$ cat src/rtl/uart_frame_accumulator.sv
// Collects strobed UART bytes into a frame buffer and delivers frames on CR or 0xBE 0xEF termination.
// Optional build macro UART_ACC_CHECKSUM_EN: last stored byte is an XOR checksum, verified and stripped.
module uart_frame_accumulator #(
    parameter int unsigned  MAX_BYTES = 128,
    parameter int unsigned  TIMEOUT   = 2000,
    parameter logic [7:0]   TERM_CR   = 8'h0D,
    parameter logic [7:0]   TERM_HI   = 8'hBE,
    parameter logic [7:0]   TERM_LO   = 8'hEF,
    localparam int unsigned SIZE_W    = $clog2(MAX_BYTES + 1)
) (
    input  logic                   clk,
    input  logic                   reset_n,
    input  logic [7:0]             in_data,
    input  logic                   in_valid,
    input  logic                   mode,
    input  logic                   soft_clear,
    output logic [8*MAX_BYTES-1:0] out_data,
    output logic [SIZE_W-1:0]      out_size,
    output logic                   out_valid,
    output logic                   busy,
    output logic                   error,
    output logic [2:0]             error_code
);

    localparam int unsigned BUF_W  = 8 * MAX_BYTES;
    localparam int unsigned IDLE_W = $clog2(TIMEOUT + 1);

    localparam logic [2:0] ERR_NONE     = 3'd0;
    localparam logic [2:0] ERR_TIMEOUT  = 3'd1;
    localparam logic [2:0] ERR_OVERFLOW = 3'd2;
    localparam logic [2:0] ERR_BAD_TERM = 3'd3;
    localparam logic [2:0] ERR_CHECKSUM = 3'd4;

    typedef enum logic [1:0] {
        S_IDLE    = 2'd0,
        S_COLLECT = 2'd1,
        S_TERM2   = 2'd2
    } state_t;

    state_t              r_state;
    state_t              w_state_next;
    logic                r_in_valid_d;
    logic [BUF_W-1:0]    r_buf;
    logic [SIZE_W-1:0]   r_count;
    logic                r_mode;
    logic [IDLE_W-1:0]   r_idle_cnt;

    logic                w_accept;
    logic                w_term_in;
    logic                w_term_frame;
    logic                w_timeout;
    logic                w_store;
    logic                w_start;
    logic                w_finish;
    logic                w_complete;
    logic                w_fault;
    logic [2:0]          w_fault_code;
    logic                w_csum_ok;
    logic [BUF_W-1:0]    w_frame_data;
    logic [SIZE_W-1:0]   w_frame_size;

    assign w_accept     = in_valid & ~r_in_valid_d;
    assign w_term_in    = mode   ? (in_data == TERM_CR) : (in_data == TERM_HI);
    assign w_term_frame = r_mode ? (in_data == TERM_CR) : (in_data == TERM_HI);
    assign w_timeout    = (r_idle_cnt == IDLE_W'(TIMEOUT - 1));

`ifdef UART_ACC_CHECKSUM_EN
    logic [7:0] r_xor;

    assign w_csum_ok = (r_xor == 8'h00);

    // Delivered frame drops the trailing checksum byte.
    always_comb begin
        w_frame_data = r_buf;
        w_frame_size = r_count - SIZE_W'(1);
        for (int i = 0; i < MAX_BYTES; i++) begin
            if (r_count == SIZE_W'(i + 1)) begin
                w_frame_data[8*i +: 8] = 8'h00;
            end
        end
    end

    always_ff @(posedge clk or negedge reset_n) begin
        if (!reset_n) begin
            r_xor <= 8'h00;
        end else if (soft_clear || w_complete || w_fault) begin
            r_xor <= 8'h00;
        end else if (w_store) begin
            r_xor <= r_xor ^ in_data;
        end
    end
`else
    assign w_csum_ok = 1'b1;

    always_comb begin
        w_frame_data = r_buf;
        w_frame_size = r_count;
    end
`endif

    always_ff @(posedge clk or negedge reset_n) begin
        if (!reset_n) begin
            r_state <= S_IDLE;
        end else begin
            r_state <= w_state_next;
        end
    end

    // Next-state and per-edge action decode; soft_clear overrides any byte or timeout.
    always_comb begin
        w_state_next = r_state;
        w_start      = 1'b0;
        w_store      = 1'b0;
        w_finish     = 1'b0;
        w_complete   = 1'b0;
        w_fault      = 1'b0;
        w_fault_code = ERR_NONE;

        if (soft_clear) begin
            w_state_next = S_IDLE;
        end else begin
            case (r_state)
                S_IDLE: begin
                    if (w_accept && !w_term_in) begin
                        w_start      = 1'b1;
                        w_store      = 1'b1;
                        w_state_next = S_COLLECT;
                    end
                end
                S_COLLECT: begin
                    if (w_accept) begin
                        if (w_term_frame) begin
                            if (r_mode) begin
                                w_finish = 1'b1;
                            end else begin
                                w_state_next = S_TERM2;
                            end
                        end else if (r_count < SIZE_W'(MAX_BYTES)) begin
                            w_store = 1'b1;
                        end else begin
                            w_fault      = 1'b1;
                            w_fault_code = ERR_OVERFLOW;
                        end
                    end else if (w_timeout) begin
                        w_fault      = 1'b1;
                        w_fault_code = ERR_TIMEOUT;
                    end
                end
                S_TERM2: begin
                    if (w_accept) begin
                        if (in_data == TERM_LO) begin
                            w_finish = 1'b1;
                        end else begin
                            w_fault      = 1'b1;
                            w_fault_code = ERR_BAD_TERM;
                        end
                    end else if (w_timeout) begin
                        w_fault      = 1'b1;
                        w_fault_code = ERR_TIMEOUT;
                    end
                end
                default: begin
                    w_state_next = S_IDLE;
                end
            endcase

            if (w_finish) begin
                if (w_csum_ok) begin
                    w_complete = 1'b1;
                end else begin
                    w_fault      = 1'b1;
                    w_fault_code = ERR_CHECKSUM;
                end
            end
            if (w_finish || w_fault) begin
                w_state_next = S_IDLE;
            end
        end
    end

    // Frame buffer, idle timer and registered outputs.
    always_ff @(posedge clk or negedge reset_n) begin
        if (!reset_n) begin
            r_in_valid_d <= 1'b0;
            r_buf        <= '0;
            r_count      <= '0;
            r_mode       <= 1'b0;
            r_idle_cnt   <= '0;
            out_data     <= '0;
            out_size     <= '0;
            out_valid    <= 1'b0;
            busy         <= 1'b0;
            error        <= 1'b0;
            error_code   <= ERR_NONE;
        end else begin
            r_in_valid_d <= in_valid;
            out_valid    <= 1'b0;
            error        <= 1'b0;
            busy         <= (w_state_next != S_IDLE);

            if (r_state == S_IDLE || w_accept) begin
                r_idle_cnt <= '0;
            end else begin
                r_idle_cnt <= r_idle_cnt + IDLE_W'(1);
            end

            if (soft_clear) begin
                r_buf      <= '0;
                r_count    <= '0;
                error_code <= ERR_NONE;
            end else begin
                if (w_start) begin
                    r_mode     <= mode;
                    error_code <= ERR_NONE;
                end
                if (w_store) begin
                    for (int i = 0; i < MAX_BYTES; i++) begin
                        if (r_count == SIZE_W'(i)) begin
                            r_buf[8*i +: 8] <= in_data;
                        end
                    end
                    r_count <= r_count + SIZE_W'(1);
                end
                if (w_complete) begin
                    out_data  <= w_frame_data;
                    out_size  <= w_frame_size;
                    out_valid <= 1'b1;
                end
                if (w_complete || w_fault) begin
                    r_buf   <= '0;
                    r_count <= '0;
                end
                if (w_fault) begin
                    error      <= 1'b1;
                    error_code <= w_fault_code;
                end
            end
        end
    end

endmodule

$ cat config.mk
export PLATFORM = sky130hd
export DESIGN_NAME = uart_frame_accumulator
export DESIGN_NICKNAME = d
export VERILOG_FILES = /design/src/rtl/uart_frame_accumulator.sv
export SDC_FILE = /design/constraint.sdc
export NUM_CORES = 2
export LEC_CHECK = 0
export CAP_MARGIN = 20
export CORE_AREA = 2 2 470 332
export DETAILED_ROUTE_END_ITERATION = 8
export DIE_AREA = 0 0 472 334
export DONT_BUFFER_PORTS = 1
export GPL_ROUTABILITY_DRIVEN = 0
export PLACE_DENSITY_LB_ADDON = 0.1
export SYNTH_ARGS = -nofsm -noshare
export SYNTH_HDL_FRONTEND = slang
export SYNTH_SLANG_ARGS = --single-unit
$ cat constraint.sdc
create_clock -name clk -period 2.8 [get_ports clk]
set_input_delay 0.14 -clock clk [delete_from_list [all_inputs] [get_ports clk]]
set_output_delay 0.14 -clock clk [all_outputs]
set_load 0.02 [all_outputs]
==> impl_metrics.toml <==
[final_layout]
post_route_cells_drive_above_1_share_pct = 27.9
finalInstanceArea_mm2 = 0.0950
insertedDiodeCount = 0
layout.nets = 6575
finalCoreUtilization_pct = 61.7
area_growth_syn_to_layout_pct = 13.6
layout.cells.non_filler = 8733

[placement]
placed_cells = 8343
placed_instance_area_mm2 = 0.0879
buffer_ports.inserted = 0
dp_hpwl_um = 163000

[timing]
finalHoldViolCount = 0
clock_skew_after_layout_ns = 0.0323
final.min_clock_period_ns = 2.78
drv_slew = 0
max_slew_margin_pct = 23.2
max_freq_ghz = 0.359
fin_hold_ws_ns = 0.0242
post-route-period-util_pct = 99.4
worst-slew-pin-transition_ns = 1.15
report.final.setup_viol = 0
grt_setup_unrepaired = "yes"

[power]
worst_ir_drop_on_vdd_uv = 546
clock_power_share_pct = 42.3
power_switching_share_pct = 25.4
power.net_switching_mw = 15.6
cellLeakagePower_nw = 43.5
internal_power_mw = 45.9
power.combinational.fraction_pct = 8.3
power.sequential.fraction_pct = 49.4
power_density_mw_per_mm2 = 648

[global_routing]
largest_net_degree_at_the_start_of_global_routing = 132
global_route.usage.met1_pct = 41.2
grt_pass1_wl_um = 370000
number_of_global_route_vias_before_repair = 51900
grt_antenna_before_repair = 2
met3_capacity_usage_during_global_routing_pct = 8.26
globalRouteTotalUtil_pct = 31.8
globalRouteOverflowTotal = 0
grt-busiest-layer = "met2"
gr-usage-met2_pct = 49.5

[clock_network]
ctsHtreeMaxLevel = 4
clock-sinks = 2084
cts_tree = "done"
worst_skew_pair.late_latency_ns = 0.83
root_buffer = "clkbuf_16"
ctsLongestPathBuffers = 3
cts_bufs_inserted = 190
cts.clk_slew.worst_paths_ns = 0.06

[setup_path]
critical_path.startpoint_type = "flip-flop"
critPathMaxStageDelay_ns = 1.06
crit_arrival_ns = 3.51
r2r_start = "r_count[0]"
timing.critical_path.cells = "inv_1 > ha_1 > nand2_1 > a2111oi_2 > nand2_1 > a21oi_1"
r2r_cells = 6
critical_path_fanouts_max = 8
critical-path-slowest-cell = "a2111oi_2"
r2r_setup_slk_ns = 0.02
criticalPathCategory = "reg2reg"
most_repeated_library_cell_on_the_critical_path = "nand2_1"
critPathRequiredTime_ns = 3.53
cp_capture_type = "flip-flop"
setup.worst_path.end = "r_buf[359]"
timing.critical_path.from = "r_count[0]"
r2r_end = "r_buf[359]"

[routing]
detailedRoute.firstIterationViolations = 4457
route.final.wire_length_um = 254000
drc_errors = 0
routed_wire_length_per_instance_um = 29.1
detailedRoute.firstPassIterationCount = 6
route.vias.total = 51900
via_per_inst = 5.94
ant_nets = 0

[run_status]
status = "complete, no violations"

[yosys]
synthArstFlopShare_pct = 100
post_synth_top_area_share_pct = 62.4
ys_ff_latch = 2084
post_synth.cell_area_avg_um2 = 13.0
synthesis_warnings = 0
synth_common_cells = "2084 x dfrtp_1, 1032 x mux2_2, 881 x nand2_1"
cell_count_after_synthesis = 6413
synth_most_common_cell = "dfrtp_1"
synth_sequential_area_ratio_pct = 62.4
netlist_area_before_placement_mm2 = 0.0836
ys_types = 54
postSynth.topFlopCell = "dfrtp_1"
netlist.top_cell.by_area = "dfrtp_1"
mappedNetlistNets = 6436
synth.top_cells.by_area = "dfrtp_1 62%, mux2_2 14%, mux2i_1 7.4%"
synth_enable_flop_cells = 0

[hold_path]
holdCritPathClass = "in2reg"

[floorplanning]
die-height_um = 334
floorplan.initialDensity_pct = 54.4
num_io_pins = 1051
design.die.area_mm2 = 0.158
die_width_um = 472
fp-row-count = 121
design.core.area_mm2 = 0.154

[run]
maxCapViolations = 0
==> cells in the final DEF, fill, tap and decap left out, types with 47 or more instances in the layout <==
cell / synthesis / final
a2111oi_4: 39 / 49
a21oi_1: 416 / 414
buf_12: 0 / 86
buf_4: 27 / 251
clkbuf_1: 235 / 47
clkbuf_16: 0 / 197
dfrtp_1: 2084 / 2082
mux2_2: 1032 / 1032
mux2i_1: 617 / 617
nand2_1: 881 / 879
nor2_1: 647 / 643
==> layer usage <==
metal	up-vias	share of wire [%]
met5	-	0
met4	0	6.1
met3	526	7.1
met2	1804	47
met1	27300	40
li1	22200	-
==> worst min path at each step <==
| stage | from | cells past startpoint | end | slack [ns] |
|---|---|---|---|---|
| 6_report | in_data[7] | 3 | r_buf[375] | 0.02 |
| 5_1_grt | in_data[7] | 3 | r_buf[415] | 0.002 |
| 4_1_cts | in_data[7] | 2 | r_buf[911] | -0.57 |
| 3_5_place_dp | reset_n | 1 | out_data[908] | 0.11 |
| 3_3_place_gp | reset_n | 1 | out_data[908] | 0.11 |
| 2_1_floorplan | reset_n | 0 | busy | -0.16 |
==> flip-flops by register name (all words and copies together), names as in the netlist, 2 cells and up <==
| register | flops |
|---|---|
| out_data | 1024 |
| error_code | 2 |
| r_idle_cnt | 11 |
| r_count | 8 |
| r_state | 2 |
| r_buf | 1024 |
| out_size | 8 |
==> worst max-delay path: cells and delay by family, from the launching register on <==
kind / cells / cell delay [ns]
buffers and inverters: 1 / 0.09
DFF: 1 / 0.38
AOI/OAI and AO/OA: 2 / 1.25
and+or+nand+nor: 2 / 0.67
adders and majority gates: 1 / 0.33
==> power by group through the flow <==
stage	Combinational, mW	Clock, mW	Sequential, mW
after global placement	4.47	0	30.9
after CTS	4.93	26.4	30.4
final	5.13	26.0	30.4
after floorplan	2.52	0	30.9
after global routing	5.48	27.7	30.4
after detailed placement	4.48	0	30.9
==> cell families (layout without fill, tap and decap cells) <==
family,Yosys count,in the layout,share of synthesized area (%)
other,1,1,0.00448
flip-flops,2084,2084,62.4
XOR/XNOR,12,12,0.126
AND/OR/NAND/NOR,1588,1588,7.31
adder cells (fa/ha/maj),10,10,0.150
AO/OA/AOI/OAI,624,624,6.40
multiplexers,1649,1649,21.3
buffers and inverters,445,736,2.38
==> cell type report <==
| class | count | area, µm² |
|---|---|---|
| inverters | 10 | 37.5 |
| clock inverters | 55 | 510 |
| repair buffers | 382 | 4270 |
| clock buffers | 289 | 5710 |
| well taps | 2029 | 2540 |
| multi-input cells | 3884 | 29800 |
| flip-flops and latches | 2084 | 52200 |
| fillers | 11800 | 58800 |
==> through the flow <==
| step | total power, mW | setup TNS, ns | setup WS [ns] |
|---|---|---|---|
| 5_1_grt | 63.5 | -1.73 | -0.170 |
| 4_1_cts | 61.7 | 0 | 0.00158 |
| 3_3_place_gp | 35.4 | -1.89 | -0.251 |
| 2_1_floorplan | 33.4 | 0 | 0.309 |
| 6_report | 61.5 | 0 | 0.0159 |
| 3_5_place_dp | 35.4 | 0 | 0.00280 |
==> what timing repair did <==
item	in CTS	in global routing
gates resized for setup	1	28
buffers inserted	0	7
endpoints found under the hold margin	2286	123
pin swaps	0	2
hold buffers	28	4
endpoints found under the setup margin	1	347
gates cloned	0	1
Note: power is estimated with default switching activity, not from simulation.
